--- src/rtl/pla_seq_eval.sv ---
// Programmable sequential sum-of-products evaluator: sweeps a run-time loaded
// term table TERMS_PER_CYC terms per cycle. Optional macro PLA_OUTPUT_PHASE_EN adds an output phase register.
module pla_seq_eval #(
  parameter int N_IN          = 29,
  parameter int N_OUT         = 7,
  parameter int N_TERMS       = 64,
  parameter int TERMS_PER_CYC = 4
) (
  input  logic                       clk,
  input  logic                       rst_n,
  input  logic                       cfg_we,
  input  logic                       cfg_clr,
  input  logic [$clog2(N_TERMS)-1:0] cfg_addr,
  input  logic [N_IN-1:0]            cfg_care,
  input  logic [N_IN-1:0]            cfg_val,
  input  logic [N_OUT-1:0]           cfg_out,
`ifdef PLA_OUTPUT_PHASE_EN
  input  logic                       cfg_phase_we,
  input  logic [N_OUT-1:0]           cfg_phase,
`endif
  output logic                       cfg_ready,
  output logic                       cfg_err,
  input  logic                       in_valid,
  output logic                       in_ready,
  input  logic [N_IN-1:0]            in_x,
  output logic                       out_valid,
  input  logic                       out_ready,
  output logic [N_OUT-1:0]           out_z,
  output logic                       busy
);
  localparam int AW = $clog2(N_TERMS);
  localparam int K  = N_TERMS / TERMS_PER_CYC;
  localparam int CW = (K > 1) ? $clog2(K) : 1;

  typedef enum logic [1:0] {IDLE, EVAL, DONE} state_t;
  state_t state;

  logic [N_IN-1:0]    care_m [N_TERMS];
  logic [N_IN-1:0]    val_m  [N_TERMS];
  logic [N_OUT-1:0]   out_m  [N_TERMS];
  logic [N_TERMS-1:0] term_en;
  logic [N_IN-1:0]    x_q;
  logic [N_OUT-1:0]   acc;
  logic [CW-1:0]      chunk;
  logic [N_OUT-1:0]   phase_q;

  logic idle, addr_ok, wr_ok, err_c;
  logic [TERMS_PER_CYC-1:0][N_OUT-1:0] lane_z;
  logic [N_OUT-1:0] chunk_z;

  assign idle      = (state == IDLE);
  assign cfg_ready = idle;
  assign in_ready  = idle;
  assign busy      = !idle;
  // Out-of-range addresses only exist when N_TERMS is not a power of two.
  assign addr_ok   = 32'(cfg_addr) < 32'(N_TERMS);
  assign wr_ok     = idle && cfg_we && !cfg_clr && addr_ok;

  always_comb begin
    err_c = (!idle && (cfg_we || cfg_clr)) || (idle && cfg_we && !cfg_clr && !addr_ok);
`ifdef PLA_OUTPUT_PHASE_EN
    err_c = err_c || (!idle && cfg_phase_we);
`endif
  end

  // Term storage is deliberately not reset; term_en alone gates validity.
  always_ff @(posedge clk) begin
    if (wr_ok) begin
      care_m[cfg_addr] <= cfg_care;
      val_m[cfg_addr]  <= cfg_val;
      out_m[cfg_addr]  <= cfg_out;
    end
  end

`ifdef PLA_OUTPUT_PHASE_EN
  always_ff @(posedge clk) begin
    if (!rst_n)                    phase_q <= '0;
    else if (idle && cfg_phase_we) phase_q <= cfg_phase;
  end
`else
  assign phase_q = '0;
`endif

  for (genvar i = 0; i < TERMS_PER_CYC; i++) begin : g_lane
    logic [AW-1:0] t;
    assign t = AW'(int'(chunk) * TERMS_PER_CYC + i);
    assign lane_z[i] = (term_en[t] && ((x_q ^ val_m[t]) & care_m[t]) == '0) ? out_m[t] : '0;
  end

  always_comb begin
    chunk_z = '0;
    for (int i = 0; i < TERMS_PER_CYC; i++) chunk_z = chunk_z | lane_z[i];
  end

  always_ff @(posedge clk) begin
    if (!rst_n) begin
      state     <= IDLE;
      out_valid <= 1'b0;
      out_z     <= '0;
      cfg_err   <= 1'b0;
      term_en   <= '0;
      x_q       <= '0;
      acc       <= '0;
      chunk     <= '0;
    end else begin
      cfg_err <= err_c;
      if (idle && cfg_clr) term_en <= '0;
      else if (wr_ok)      term_en[cfg_addr] <= 1'b1;
      case (state)
        IDLE: if (in_valid) begin
          x_q   <= in_x;
          acc   <= '0;
          chunk <= '0;
          state <= EVAL;
        end
        EVAL: begin
          acc <= acc | chunk_z;
          if (chunk == CW'(K - 1)) begin
            out_z     <= (acc | chunk_z) ^ phase_q;
            out_valid <= 1'b1;
            state     <= DONE;
          end else begin
            chunk <= chunk + 1'b1;
          end
        end
        DONE: if (out_ready) begin
          out_valid <= 1'b0;
          state     <= IDLE;
        end
        default: state <= IDLE;
      endcase
    end
  end
endmodule

--- config.mk ---
export PLATFORM = sky130hd
export DESIGN_NAME = pla_seq_eval
export DESIGN_NICKNAME = d
export VERILOG_FILES = /design/src/rtl/pla_seq_eval.sv
export SDC_FILE = /design/constraint.sdc
export NUM_CORES = 2
export LEC_CHECK = 0
export ABC_CLOCK_PERIOD_IN_PS = 5650
export BUFFER_PORTS_ARGS = -buffer_cell sky130_fd_sc_hd__buf_2
export CAP_MARGIN = 20
export CORE_UTILIZATION = 60
export CTS_BUF_LIST = sky130_fd_sc_hd__clkbuf_2 sky130_fd_sc_hd__clkbuf_4 sky130_fd_sc_hd__clkbuf_8
export DETAILED_ROUTE_END_ITERATION = 6
export PLACE_DENSITY = 0.87
export SKIP_LAST_GASP = 1
export SYNTH_ARGS = -nofsm -noshare
export SYNTH_HDL_FRONTEND = slang
export SYNTH_MEMORY_MAX_BITS = 65536
export SYNTH_SLANG_ARGS = --single-unit
--- constraint.sdc ---
create_clock -name clk -period 5.65 [get_ports clk]
set_input_delay 0.565 -clock clk [delete_from_list [all_inputs] [get_ports clk]]
set_output_delay 0.565 -clock clk [all_outputs]
set_load 0.01 [all_outputs]
==> flow_summary.yaml <==
logic_synthesis:
  syn-instance-count: 8317
  netlist_area_um2: 166000
  synth_async_sr_flop_share_pct: 0
  yosys_warnings: 0
  synth_edf_count: 4160
  ys_seq_area_share_pct: 76.6
  synthFlopType: "edfxtp_1"
  synth_top_family_by_area: "multiplexers"
  synth-simple-area-share_pct: 2.89
  synthMuxAreaShare_pct: 11.9
  synth_fp_nets: 8424
  synth_top_area_cell: "edfxtp_1"
  synthTopCellsByArea: "edfxtp_1 (75%), mux4_2 (9.5%), xor2_1 (2.8%)"
  ys_seq_elements: 4279
  synth-compound-area-share_pct: 3.16
  synth-xor-area-share_pct: 3.91
  avgSynthCellArea_um2: 20.0
  netlist.area_leader.share_pct: 75.2
  synthAdderAreaFrac_pct: 0.00753
  synth.distinct_cells: 91
floorplanning:
  ioPinCount: 118
  dieHeight_um: 528
  core_um2: 275000
  rows: 192
  start_util_pct: 60.5
  die_area_um2: 279000
  die_w_um: 528
route:
  antenna_left: 0
  avgViaCountPerCell: 7.24
  routed_wirelength_um: 498000
  drt_first_pass_iters: 7
  drt_iter0_drc: 18824
  routedWlPerCell_um: 37.6
  vias: 95908
  drc: 14
setup_path:
  cp-start-kind: "register"
  cp.required_ns: 6.67
  cpMaxStageDelayCell: "nor3_1"
  cp-end-kind: "register"
  max_stage_delay_ns: 0.93
  cp_data_arrival_time_ns: 6.76
  critical_path.max_fanout: 23
  path_cells: "buf_4 > mux4_2 > xnor2_1 > a221oi_2 > a22oi_1 > nor3_1 > a22oi_1 > buf_6 > or3b_2 > a31oi_1 > o21a_1"
  cp_common_cell: "a22oi_1"
  crit_type: "register to register"
power_and_ir_drop:
  power.density_nw_per_um2: 340
  p_leak_nw: 59.5
  vdd_ir_drop_max_mv: 0.289
  finalPower_mw: 63.5
clocking:
  clk_latency_ns: 1.10
  cts_tree: "yes"
  h-tree-depth: 6
  clock_path_buffers: 4
  clock_sinks: 4279
  cts_buffers: 627
  root_buffer: "clkbuf_8"
  clk_pin_slew_ns: 0.07
sta:
  layout_min_cycle_time_ns: 5.73
  fmax_ghz: 0.174
  worst_pin_slew_ns: 1.35
  max-slew-margin-rel_pct: 9.99
  setup_viol: 3
  rsz0062_at_grt: "false"
  setup_slack_ns: -0.0831
  fin_crit_sh_pct: 101
  final-hold-violation-count: 0
  skew_ns: 0.0858
  whs_ns: 0.0114
  slew_violations: 0
place:
  hpwl_um: 258000
  place_congestion: 0.895
  io_buffers: 117
  numPlacedInstances: 12064
finish:
  nets: 9167
  area_growth_pct: 12.4
  multi_input_area_um2: 36900
  final_common_cell: "edfxtp_1"
  drive_gt1_share_pct: 25.3
  stdcell_count: 13255
  fillCellCount: 14529
  seqCellArea_um2: 127000
  final_cell_mix: "edfxtp_1 (4160), mux4_2 (698), clkbuf_8 (667), xor2_1 (527), mux2i_1 (344)"
global_route:
  grtUsageMet1_pct: 42.1
  grt_antenna_before_repair: 30
  gr-total-overflow: 0
  use_met2_pct: 54.3
  grtUsageMet3_pct: 10.9
  grt_pass1_wl_um: 694000
  grt_pass1_vias: 97864
  track_usage_pct: 35.3
  grt_max_degree: 84
  busiest_layer: "met2"
min_path:
  hold_class: "input pin to register"
outcome:
  violations: "DRC, setup timing"
  status: "finished, violations left"
job:
  drv_cap: 0
cell families after synthesis:
kind of cell / count (synthesis)
flip-flops: 4279
AND/OR/NAND/NOR: 1002
AO/OA/AOI/OAI: 710
XOR/XNOR: 742
buffers and inverters: 480
adder cells (fa/ha/maj): 1
multiplexers: 1103
critical path: cells and delay by family, from the launching register on:
family	cells	cell delay, ns
mux	1	0.57
xor+xnor	1	0.15
flops	1	0.81
buf+inv	2	0.78
simple gates	2	1.42
compound gates	5	1.85
through the flow:
| stage | setup slack (ns) | util (%) | setup TNS (ns) | cell area (um2) |
|---|---|---|---|---|
| after CTS | 0.141 | 67.9 | 0 | 187000 |
| after detailed placement | -0.342 | 63.3 | -2.00 | 174000 |
| final | -0.0831 | 68.1 | -0.124 | 187000 |
| after global placement | -0.317 | 63.3 | -2.19 | 174000 |
| after floorplan | 0.701 | - | 0 | 166000 |
| after global routing | 0.0785 | 68.0 | 0 | 187000 |
cells in the mapped netlist, types with 32 or more instances:
cell / n
mux4_2: 698
o21ai_0: 75
nand2_1: 286
nor3_1: 44
and3_1: 32
a21oi_1: 116
nor2_1: 279
inv_1: 37
a31oi_1: 62
xor2_1: 527
buf_1: 55
edfxtp_1: 4160
o211ai_1: 40
a22oi_1: 47
dfxtp_1: 119
buf_2: 195
a221oi_1: 93
clkbuf_1: 108
mux2_2: 61
mux2i_1: 344
nand2b_1: 52
nand3_1: 150
xnor2_1: 215
buf_4: 50
final timing paths:
| kind | start | endpoint | slack, ns | cells after the start |
|---|---|---|---|---|
| setup / recovery | chunk[0] | acc[2] | -0.08 | 11 |
| hold reg to reg | term_en[41] | term_en[41] | 0.48 | 2 |
| setup reg to reg | chunk[0] | acc[2] | -0.08 | 11 |
| hold / removal | cfg_out[2] | out_m[18][2] | 0.01 | 1 |
routing by layer:
layer / wire length, um / up-vias
met5: 224 / -
met4: 43900 / 26
met3: 81000 / 2726
met2: 227000 / 11165
met1: 146000 / 46777
li1: - / 35214
final cells by class:
| class | count | area share [%] |
|---|---|---|
| Antenna cell | 16 | 0.0214 |
| Clock buffer | 885 | 5.79 |
| Clock inverter | 237 | 0.797 |
| Inverter | 45 | 0.0944 |
| Multi-Input combinational cell | 3558 | 19.8 |
| Sequential cell | 4279 | 68.2 |
| Tap cell | 3686 | 2.47 |
| Timing Repair Buffer | 549 | 2.91 |
timing repair:
item,4_1_cts,5_1_grt
hold endpoints to repair,103,27
setup buffers,1,0
setup endpoints to repair,13,0
hold buffers,38,3
resized for setup,1,0
flip-flops by register name, indices dropped and copies added (netlist names), named ones only:
name,cells
term_en,64
x_q,29
cfg_err,1
out_m,448
acc,7
val_m,1856
chunk,4
out_valid,1
out_z,7
care_m,1856
state,2
report_power, final:
group | internal, mW | switching [mW]
Combinational | 1.06 | 2.13
Clock | 12.8 | 12.4
Sequential | 34.9 | 0.169
Total | 48.8 | 14.7
No activity file was read; power rests on OpenSTA's default activity.
